<file path="src/rtl/exe_pipe_sequencer.sv">
// Execution-stage pipe sequencer: global stall, pipe-fill window, branch flush pulse,
// load-use bubble insertion and a saturating stalled-cycle counter for debug.
module exe_pipe_sequencer #(
  parameter int FILL_DEPTH = 4,
  parameter int HAZ_CYCLES = 1,
  parameter int CNT_W      = 3
) (
  input  logic        clk_i,
  input  logic        rst_n_i,
  input  logic        rdy_i,
  input  logic        mem_stl_i,
  input  logic        flush_req_i,
  input  logic        hazard_i,
  output logic        gbl_stl_o,
  output logic        wait_to_fill_pipe_o,
  output logic        flush_o,
  output logic        flush_ack_o,
  output logic [1:0]  state_o,
  output logic [15:0] stall_cnt_o
);

  typedef enum logic [1:0] {
    ST_FILL = 2'b00,
    ST_RUN  = 2'b01,
    ST_HAZ  = 2'b10,
    ST_BAD  = 2'b11
  } state_t;

  localparam logic [CNT_W-1:0] FILL_LOAD = CNT_W'(FILL_DEPTH - 1);
  localparam logic [CNT_W-1:0] HAZ_LOAD  = CNT_W'(HAZ_CYCLES - 1);
  localparam logic [CNT_W-1:0] CNT_ONE   = CNT_W'(1);

  state_t           state;
  state_t           state_nxt;
  logic [CNT_W-1:0] cnt;
  logic [CNT_W-1:0] cnt_nxt;
  logic             frozen;
  logic             adv;
  logic             ack;
  logic             flush_q;
  logic [15:0]      stall_cnt;

  function automatic logic [15:0] sat_inc(input logic [15:0] v);
    return (v == 16'hFFFF) ? v : v + 16'd1;
  endfunction

  assign gbl_stl_o = ~rst_n_i | ~rdy_i | (state == ST_HAZ);
  assign frozen    = ~rdy_i | mem_stl_i;
  assign adv       = ~gbl_stl_o & ~mem_stl_i;

  // HAZ always stalls, so a flush there bypasses the adv qualifier to abort the bubble.
  always_comb begin
    ack = 1'b0;
    unique case (state)
      ST_FILL, ST_RUN: ack = adv & flush_req_i;
      ST_HAZ:          ack = rst_n_i & flush_req_i;
      default:         ack = 1'b0;
    endcase
  end

  always_comb begin
    state_nxt = state;
    cnt_nxt   = cnt;
    if (state == ST_BAD) begin
      state_nxt = ST_FILL;
      cnt_nxt   = FILL_LOAD;
    end else if (ack) begin
      state_nxt = ST_FILL;
      cnt_nxt   = FILL_LOAD;
    end else if (!frozen) begin
      unique case (state)
        ST_FILL: begin
          if (cnt == '0) state_nxt = ST_RUN;
          else           cnt_nxt   = cnt - CNT_ONE;
        end
        ST_RUN: begin
          if (hazard_i) begin
            state_nxt = ST_HAZ;
            cnt_nxt   = HAZ_LOAD;
          end
        end
        ST_HAZ: begin
          if (cnt == '0) state_nxt = ST_RUN;
          else           cnt_nxt   = cnt - CNT_ONE;
        end
        default: begin
          state_nxt = ST_FILL;
          cnt_nxt   = FILL_LOAD;
        end
      endcase
    end
  end

  always_ff @(posedge clk_i or negedge rst_n_i) begin
    if (!rst_n_i) begin
      state   <= ST_FILL;
      cnt     <= FILL_LOAD;
      flush_q <= 1'b0;
    end else begin
      state   <= state_nxt;
      cnt     <= cnt_nxt;
      flush_q <= ack;
    end
  end

  always_ff @(posedge clk_i or negedge rst_n_i) begin
    if (!rst_n_i)       stall_cnt <= 16'd0;
    else if (gbl_stl_o) stall_cnt <= sat_inc(stall_cnt);
  end

  assign flush_ack_o         = ack;
  assign flush_o             = flush_q & (state != ST_BAD);
  assign wait_to_fill_pipe_o = (state == ST_FILL);
  assign state_o             = state;
  assign stall_cnt_o         = stall_cnt;

endmodule
</file>
<file path="config.mk">
export PLATFORM = sky130hd
export DESIGN_NAME = exe_pipe_sequencer
export DESIGN_NICKNAME = d
export VERILOG_FILES = /design/src/rtl/exe_pipe_sequencer.sv
export SDC_FILE = /design/constraint.sdc
export NUM_CORES = 1
export LEC_CHECK = 0
export CAP_MARGIN = 25
export CORE_UTILIZATION = 47
export DETAILED_ROUTE_END_ITERATION = 12
export GPL_TIMING_DRIVEN = 0
export PLACE_DENSITY = 0.76
export SETUP_SLACK_MARGIN = 0.05
export SYNTH_ARGS = -nofsm -noshare
export SYNTH_HDL_FRONTEND = slang
export SYNTH_SLANG_ARGS = --single-unit
</file>
<file path="constraint.sdc">
create_clock -name clk_i -period 2.1 [get_ports clk_i]
set_input_delay 0.21 -clock clk_i [delete_from_list [all_inputs] [get_ports clk_i]]
set_output_delay 0.21 -clock clk_i [all_outputs]
set_load 0.01 [all_outputs]
</file>
==> results of run 1 <==
-- state kept, by name, indices dropped and copies added (netlist names) --
signal	flops
cnt	3
stall_cnt_o	16
state_o	2
flush_q	1
-- where the power goes --
| group | total [uW] | switching (uW) | internal, uW |
|---|---|---|---|
| clock | 202 | 128 | 74.1 |
| sequential | 659 | 113 | 546 |
| combinational | 656 | 285 | 371 |
-- kinds of logic after synthesis --
family,count (synthesis),share of synthesized area [%]
xor gates and xnor gates,12,8.98
and+or+nand+nor,45,22.4
muxes,5,4.92
DFF,22,47.3
AOI/OAI and AO/OA,19,11.2
buffers and inverters,4,2.03
adders and majority gates,3,3.21
-- metrics by stage --
| stage | cells | utilization, % | hold WS, ns |
|---|---|---|---|
| after global routing | 172 | 68.2 | 0.139 |
| after CTS | 172 | 68.1 | 0.135 |
| after global placement | 165 | 64.8 | 0.451 |
| after floorplan | 110 | - | -0.0856 |
| after detailed placement | 166 | 66.0 | 0.477 |
| final | 172 | 68.2 | 0.132 |
-- worst min-delay path by stage --
stage / end / slack [ns] / start
2_1_floorplan: cnt[2]$_DFFE_PN0P_ / -0.09 / rst_n_i
3_3_place_gp: cnt[2]$_DFFE_PN0P_ / 0.45 / cnt[2]$_DFFE_PN0P_
3_5_place_dp: cnt[2]$_DFFE_PN0P_ / 0.48 / cnt[2]$_DFFE_PN0P_
4_1_cts: cnt[0]$_DFFE_PN1P_ / 0.14 / rst_n_i
5_1_grt: cnt[1]$_DFFE_PN1P_ / 0.14 / rst_n_i
6_report: cnt[1]$_DFFE_PN1P_ / 0.13 / rst_n_i
-- cell type report --
class	count	area, um2
flip-flops and latches	22	553
multi-input cells	84	593
well taps	28	35.0
repair buffers	30	320
plain buffers	2	16.3
inverters	2	7.51
clock buffers	4	26.3
fillers	166	724
-- worst reg2reg max path: cells and delay by family (launching register included) --
kind	cells	cell delay [ns]
DFF	1	0.45
and+or+nand+nor	2	0.40
AOI/OAI and AO/OA	1	0.35
muxes	1	0.31
adders and majority gates	1	0.22
-- timing repair --
action,4_1_cts,5_1_grt
gates resized for setup,2,1
gates cloned,0,0
endpoints found under the hold margin,7,0
hold buffers,2,0
setup endpoints to repair,2,1
-- cells in the mapped netlist, types with 2 or more instances --
library cell,instances
dfrtp_1,20
nand2_1,8
nor2_1,8
xnor2_1,8
a21oi_1,7
nand4_1,6
nand3_1,5
nand2b_1,4
xor2_1,4
and3_1,3
ha_1,3
a31oi_1,2
and2_1,2
and4_1,2
dfstp_2,2
inv_1,2
mux2_2,2
mux2i_1,2
o21ai_0,2
-- layer usage --
metal | vias to the layer above | global-route usage [%] | wire length, um
met4 | 0 | 9.46 | 31
met1 | 473 | 27.5 | 1140
met3 | 6 | 3.51 | 87
li1 | 467 | - | -
met5 | - | 0 | 0
met2 | 28 | 32.9 | 1150
==> impl_metrics.csv, run 1 <==
group,metric,value,unit
synthesis,avgSynthCellArea,10.6,um2
critical_path,critPathSlowestCell,"clkdlybuf4s50_1",
placed_design,dp_hpwl,1750,um
floorplanning,pin_count,28,
final_layout,synthToLayoutAreaGrowth,32.6,%
final_layout,mostFrequentLayoutCells,"25 x clkdlybuf4s50_1, 20 x dfrtp_1, 8 x nor2_1, 8 x nand2_1, 8 x xnor2_1",
clock_network,cts_tree,"yes",
clock_network,cts_buffers,3,
sta,worst_slew_pin_slew,0.630,ns
drt,avgRoutedWirePerCell,14.0,um
critical_path,path_delay_family,"buffers and inverters",
clock_network,root_buffer,"clkbuf_4",
sta,clock.fmax,0.512,GHz
sta,report.final.slew_viol_count,0,
clock_network,cts.sinks,22,
synthesis,synth_edf_count,0,
critical_path,path_cells,"buf_6 > nand2b_4 > nand3_1 > clkdlybuf4s50_1",
power,power,1520,uW
sta,report.final.setup_viol,0,
sta,max_slew_margin,57.8,%
synthesis,synth_cells,110,
drt,remaining_drc_errors,0,
floorplanning,die_w,51.9,um
grt,global_route.usage.total,20.8,%
sta,post-route-period-util,93.1,%
critical_path,cp_num_buf_inv,2,
floorplanning,start_util,51.4,%
power,vdd_ir_drop_max,0.812,mV
drt,dr.pass1.iters,4,
final_layout,final_common_cell,"clkdlybuf4s50_1",
sta,fin_worst_skew,0.00492,ns
critical_path,arrival,1.74,ns
critical_path,crit_cells,4,
clock_network,insertion_delay,0.31,ns
job,drv_cap,0,
synthesis,synth_ff_type,"dfrtp_1",
final_layout,drive_gt1_share,11.1,%
floorplanning,rows,17,
clock_network,clockBufferDepth,2,
clock_network,h-tree-depth,1,
synthesis,netlist_area,1170,um2
synthesis,ys_seq_elements,22,
synthesis,synth_top_area_cell,"dfrtp_1",
floorplanning,dieArea,2690,um2
drt,via_per_inst,5.66,
critical_path,slowest_delay,0.58,ns
final_layout,antennaDiodeCount,0,
synthesis,synth_cell_types,37,
placed_design,post_dp_cell_area,1500,um2
min_path,hold_path.class,"input port to async pin",
placed_design,post-place-ws,-0.245,ns
critical_path,r2r-end,"stall_cnt_o[1]$_DFFE_PN0P_",
critical_path,worstSetupPathType,"register to output port",
synthesis,synth_top_area_share,42.8,%
critical_path,reg2reg_depth,5,
synthesis,async_flop_share,100,%
drt,wl,2400,um
grt,overflow,0,
sta,finalWorstSetupSlack,0.146,ns
critical_path,startpoint,"state_o[0]$_DFFE_PN0P_",
placed_design,io_buffers,27,
critical_path,cp.required,1.89,ns
sta,finalSetupTns,0,ns
critical_path,rrSetupSlack,0.27,ns
grt,antenna_found_initial,0,
final_layout,fin_nets,154,
final_layout,fin_area,1550,um2
critical_path,critPathLaunchType,"register",
synthesis,syn_nets,119,
critical_path,reg2reg_from,"stall_cnt_o[0]$_DFFE_PN0P_",
sta,hold_viol,0,
critical_path,path_max_fanout,10,
floorplanning,die_h,51.9,um
grt,grt_pass1_wl,4150,um
power,power-per-cell-area,978,nW/um2
synthesis,synth.area.top_cells,"dfrtp_1 43%, xnor2_1 6.0%, dfstp_2 4.5%",
outcome,status,"complete, no violations",
placed_design,place.gp.congestion,0.783,
critical_path,crit_path_end,"gbl_stl_o",
clock_network,clk_transition_reported_paths,0.12,ns
sta,fin_crit,1.95,ns
grt,grt_max_degree,14,
drt,num_vias,974,
power,p_leak,0.000689,uW
clock_network,post_cts_buffers,0,
synthesis,yosysWarnings,0,
sta,rsz0062_at_grt,"false",
drt,drt-initial-drc-count,29,
floorplanning,core_area,2280,um2
critical_path,crit_path_end_kind,"output port",
synthesis,ys_seq_area_share,47.3,%
drt,ant_nets,0,
grt,grt_pass1_vias,958,
(Power assumes the default switching activity.)
==> run 2, diff against run 1 <==
CAP_MARGIN = 20   (was 25)
REMOVE_ABC_BUFFERS = 1   (was unset)
==> impl_metrics.csv, run 2 (same netlist as run 1, synthesis figures left out) <==
group,metric,value,unit
outcome,status,"complete, no violations",
clock_network,cts_buffers,3,
critical_path,r2r-end,"stall_cnt_o[1]$_DFFE_PN0P_",
grt,grt_pass1_wl,4180,um
drt,ant_nets,0,
drt,wl,2340,um
min_path,holdPathEnd,"state_o[0]$_DFFE_PN0P_",
job,drv_cap,0,
clock_network,post_cts_buffers,0,
power,p_sw_share,34.1,%
grt,overflow,0,
power,power-per-cell-area,972,nW/um2
critical_path,rrSetupSlack,0.31,ns
sta,rsz0062_at_grt,"false",
final_layout,fin_nets,151,
sta,report.final.slew_viol_count,0,
drt,via_per_inst,5.70,
floorplanning,pin_count,28,
sta,clock.fmax,0.526,GHz
placed_design,place.gp.congestion,0.766,
final_layout,antennaDiodeCount,0,
critical_path,arrival,1.69,ns
clock_network,h-tree-depth,1,
power,p_leak,0.000661,uW
placed_design,io_buffers,27,
power,vdd_ir_drop_max,0.746,mV
grt,global_route.usage.total,21.5,%
critical_path,cp.required,1.89,ns
sta,report.final.setup_viol,0,
drt,dr.pass1.iters,4,
critical_path,worstSetupPathType,"register to output port",
critical_path,critPathLaunchType,"register",
critical_path,reg2reg_from,"stall_cnt_o[0]$_DFFE_PN0P_",
clock_network,insertion_delay,0.29,ns
critical_path,path_max_fanout,11,
power,p_clk_share,12.1,%
grt,grt_max_degree,21,
critical_path,crit_path_end_kind,"output port",
sta,finalSetupTns,0,ns
floorplanning,dieArea,2690,um2
clock_network,cts.sinks,22,
power,comb_power_share,41.3,%
min_path,hold_path.class,"input port to register",
grt,antenna_found_initial,0,
power,sequentialPowerShare,46.6,%
power,p_sw,499,uW
grt,grt_pass1_vias,964,
sta,fin_crit,1.90,ns
drt,remaining_drc_errors,0,
drt,num_vias,957,
min_path,holdPathStages,3,
floorplanning,die_w,51.9,um
placed_design,dp_hpwl,1690,um
critical_path,startpoint,"state_o[0]$_DFFE_PN0P_",
critical_path,reg2reg_depth,5,
sta,worst_slew_pin_slew,0.877,ns
clock_network,cts_tree,"yes",
final_layout,final_common_cell,"clkdlybuf4s50_1",
sta,fin_worst_skew,0.00229,ns
drt,drt-initial-drc-count,15,
final_layout,mostFrequentLayoutCells,"25 x clkdlybuf4s50_1, 18 x dfrtp_1, 8 x nor2_1, 8 x nand2_1, 8 x xnor2_1",
sta,whs,0.286,ns
final_layout,fin_util,66.0,%
floorplanning,die_h,51.9,um
floorplanning,start_util,51.4,%
clock_network,clk_transition_reported_paths,0.10,ns
final_layout,largest_register_ff_count,16,
clock_network,clockBufferDepth,2,
final_layout,drive_gt1_share,11.4,%
min_path,hold_start,"rst_n_i",
sta,hold_viol,0,
clock_network,root_buffer,"clkbuf_4",
drt,avgRoutedWirePerCell,13.9,um
final_layout,synthToLayoutAreaGrowth,28.3,%
floorplanning,core_area,2280,um2
sta,max_slew_margin,41.3,%
power,p_int,962,uW
sta,post-route-period-util,90.5,%
floorplanning,rows,17,
==> run 2: layout make-up <==
type / instances / area (um2)
Fill cell: 192 / 774
Multi-Input combinational cell: 84 / 593
Sequential cell: 22 / 556
Timing Repair Buffer: 29 / 288
Tap cell: 28 / 35.0
Clock buffer: 3 / 22.5
Inverter: 2 / 7.51
==> run 2: worst max-delay path by stage <==
stage               slack, ns                          to  depth (start not counted)
finish                   0.20                   gbl_stl_o                          3
global route             0.11                   gbl_stl_o                          3
CTS                      0.07                 flush_ack_o                          4
detailed placement      -0.76          cnt[0]$_DFFE_PN1P_                          6
global placement        -0.74                 flush_ack_o                          4
floorplan                0.41  stall_cnt_o[1]$_DFFE_PN0P_                          5
==> run 2: stage by stage <==
stage | worst slack [ns] | power, uW | instance area (um2) | cells
after floorplan | 0.408 | 1010 | 1150 | 108
after global placement | -0.736 | 1270 | 1460 | 163
after detailed placement | -0.756 | 1290 | 1460 | 163
after CTS | 0.0719 | 1470 | 1500 | 168
after global routing | 0.111 | 1580 | 1500 | 168
final | 0.199 | 1460 | 1500 | 168
==> run 2: per-layer routing <==
layer	vias to the layer above	GRT usage [%]	part of all wire, %
met3	4	3.51	4.1
li1	459	-	-
met4	0	9.91	1.7
met1	473	27.0	45
met2	21	35.7	49
met5	-	0	0
==> run 2: critical path, stage by stage, from the launching register on <==
cell,delay [ns]
dfrtp_2,0.49
nand2b_4,0.18
nand3_1,0.16
clkdlybuf4s50_1,0.57
==> run 2: power by group through the flow <==
stage                     clock (uW)  combinational (uW)  sequential, uW
after global routing             205                 673             704
after floorplan                    0                 307             700
after global placement             0                 588             679
after CTS                        184                 608             678
final                            176                 603             681
after detailed placement           0                 602             683
==> run 2: repair_timing <==
| item | CTS | global route |
|---|---|---|
| endpoints found under the hold margin | 20 | 0 |
| hold buffers | 2 | 0 |
| gates resized for setup | 5 | 3 |
| endpoints found under the setup margin | 18 | 2 |
==> run 3, diff against run 2 <==
CORE_UTILIZATION = 44   (was 47)
PLACE_DENSITY = 0.75   (was 0.76)
clock period = 1.6 ns   (was 2.1 ns; I/O delays follow)
==> impl_metrics.csv, run 3 (same netlist as run 1, synthesis figures left out) <==
group,metric,value,unit
outcome,status,"finished with violations",
outcome,violations,"negative setup slack",
placed_design,post-place-ws,-1.31,ns
clock_network,insertion_delay,0.31,ns
critical_path,reg2reg_depth,5,
grt,grt_pass1_wl,4750,um
clock_network,cts.sinks,22,
grt,grt_max_degree,21,
clock_network,cts_tree,"yes",
sta,report.final.slew_viol_count,0,
critical_path,slowest_delay,0.38,ns
sta,clock.fmax,0.613,GHz
drt,dr.pass1.iters,4,
floorplanning,start_util,46.8,%
sta,finalWorstSetupSlack,-0.0302,ns
sta,report.final.setup_viol,1,
critical_path,cp.required,1.81,ns
grt,grt_use_met3,3.95,%
drt,avgRoutedWirePerCell,16.0,um
floorplanning,rows,18,
sta,max_slew_margin,36.9,%
grt,gr-max-usage-layer,"met2",
drt,drt-initial-drc-count,20,
final_layout,drive_gt1_share,34.8,%
critical_path,path_max_fanout,7,
placed_design,dp_hpwl,1710,um
critical_path,path_cells,"ha_2 > and3_4 > nand3_4 > o31a_4 > mux2_4",
critical_path,arrival,1.84,ns
sta,hold_viol,0,
power,comb_power_share,51.6,%
power,power-per-cell-area,1330,nW/um2
clock_network,clockBufferDepth,2,
critical_path,r2r-end,"stall_cnt_o[1]$_DFFE_PN0P_",
critical_path,crit_path_end_kind,"register",
power,vdd_ir_drop_max,0.963,mV
sta,rsz0062_at_grt,"true",
sta,worst_slew_pin_slew,0.943,ns
sta,fin_crit,1.63,ns
power,p_leak,0.000805,uW
min_path,hold_path.class,"input port to register",
min_path,holdPathStages,3,
final_layout,synthToLayoutAreaGrowth,48.7,%
floorplanning,die_h,53.6,um
drt,wl,3010,um
final_layout,mostFrequentLayoutCells,"17 x dfrtp_1, 16 x clkdlybuf4s50_1, 14 x buf_4",
grt,antenna_found_initial,0,
grt,global_route.usage.total,23.1,%
critical_path,critPathSlowestCell,"dfrtp_1",
sta,fin_worst_skew,0.00954,ns
critical_path,reg2reg_from,"stall_cnt_o[1]$_DFFE_PN0P_",
min_path,hold_start,"rst_n_i",
final_layout,antennaDiodeCount,0,
critical_path,rrSetupSlack,-0.03,ns
drt,remaining_drc_errors,0,
final_layout,largest_register_ff_count,16,
power,p_clk_share,11.5,%
placed_design,place.gp.congestion,0.744,
drt,via_per_inst,5.71,
grt,grt_use_met2,40.4,%
power,p_sw,815,uW
clock_network,clk_transition_reported_paths,0.13,ns
floorplanning,pin_count,28,
power,p_int,1490,uW
sta,post-route-period-util,102,%
clock_network,root_buffer,"clkbuf_4",
grt,grt_use_met1,29.5,%
critical_path,worstSetupPathType,"register to register",
job,drv_cap,0,
final_layout,final_common_cell,"dfrtp_1",
power,p_sw_share,35.3,%
min_path,holdPathEnd,"state_o[0]$_DFFE_PN0P_",
drt,ant_nets,0,
final_layout,fin_util,69.6,%
power,sequentialPowerShare,37.0,%
final_layout,layoutNonFillerInstCount,188,
drt,num_vias,1073,
final_layout,fin_area,1740,um2
grt,overflow,0,
placed_design,io_buffers,27,
placed_design,numPlacedInstances,165,
floorplanning,die_w,53.6,um
floorplanning,dieArea,2870,um2
clock_network,h-tree-depth,1,
grt,grt_pass1_vias,1018,
clock_network,cts_buffers,3,
final_layout,fin_nets,168,
floorplanning,core_area,2500,um2
placed_design,post_dp_cell_area,1460,um2
critical_path,critPathLaunchType,"register",
==> run 3: final cells by class <==
type | instances | area, um2
multi-input combinational | 84 | 692
fill | 193 | 761
timing repair buffer | 46 | 419
sequential | 22 | 557
inverter | 2 | 7.51
clock buffer | 4 | 26.3
tap | 30 | 37.5
==> run 3: timing repair <==
action,4_1_cts,5_1_grt
gates resized for setup,22,27
hold buffers,2,0
endpoints found under the setup margin,28,24
buffers inserted,12,5
endpoints found under the hold margin,20,0
pin swaps,5,12
==> run 3: critical path: cells and delay by family, from the launching register on <==
| kind | cells | cell delay (ns) |
|---|---|---|
| compound gates | 1 | 0.34 |
| fa+ha+maj | 1 | 0.19 |
| flops | 1 | 0.38 |
| mux | 1 | 0.31 |
| simple gates | 2 | 0.31 |
==> run 3: worst max path at each step <==
stage                                from                          end  cells after the start
6_report       stall_cnt_o[1]$_DFFE_PN0P_   stall_cnt_o[1]$_DFFE_PN0P_                      5
5_1_grt        stall_cnt_o[5]$_DFFE_PN0P_  stall_cnt_o[14]$_DFFE_PN0P_                      5
4_1_cts                             rdy_i                  flush_ack_o                      5
3_5_place_dp                      rst_n_i           cnt[0]$_DFFE_PN1P_                      6
3_3_place_gp                      rst_n_i           cnt[0]$_DFFE_PN1P_                      6
2_1_floorplan  stall_cnt_o[0]$_DFFE_PN0P_   stall_cnt_o[1]$_DFFE_PN0P_                      5
==> run 3: metal layers <==
| metal | vias up | share of wire (%) |
|---|---|---|
| li1 | 494 | - |
| met1 | 534 | 41 |
| met2 | 41 | 52 |
| met3 | 4 | 6.1 |
| met4 | 0 | 1.2 |
| met5 | - | 0 |
==> run 3: power by group through the flow <==
stage | logic [uW] | clock network [uW] | registers [uW]
detailed placement | 790 | 0 | 899
finish | 1190 | 264 | 853
CTS | 975 | 269 | 849
global route | 1300 | 304 | 876
floorplan | 403 | 0 | 919
global placement | 769 | 0 | 893
==> run 3: metrics by stage <==
step | hold slack [ns] | power, uW | setup TNS (ns)
6_report | 0.257 | 2310 | -0.0302
5_1_grt | 0.265 | 2480 | -0.412
4_1_cts | 0.234 | 2090 | -0.0483
3_5_place_dp | 0.473 | 1690 | -20.22
3_3_place_gp | 0.456 | 1660 | -19.19
2_1_floorplan | -0.136 | 1320 | -0.0944
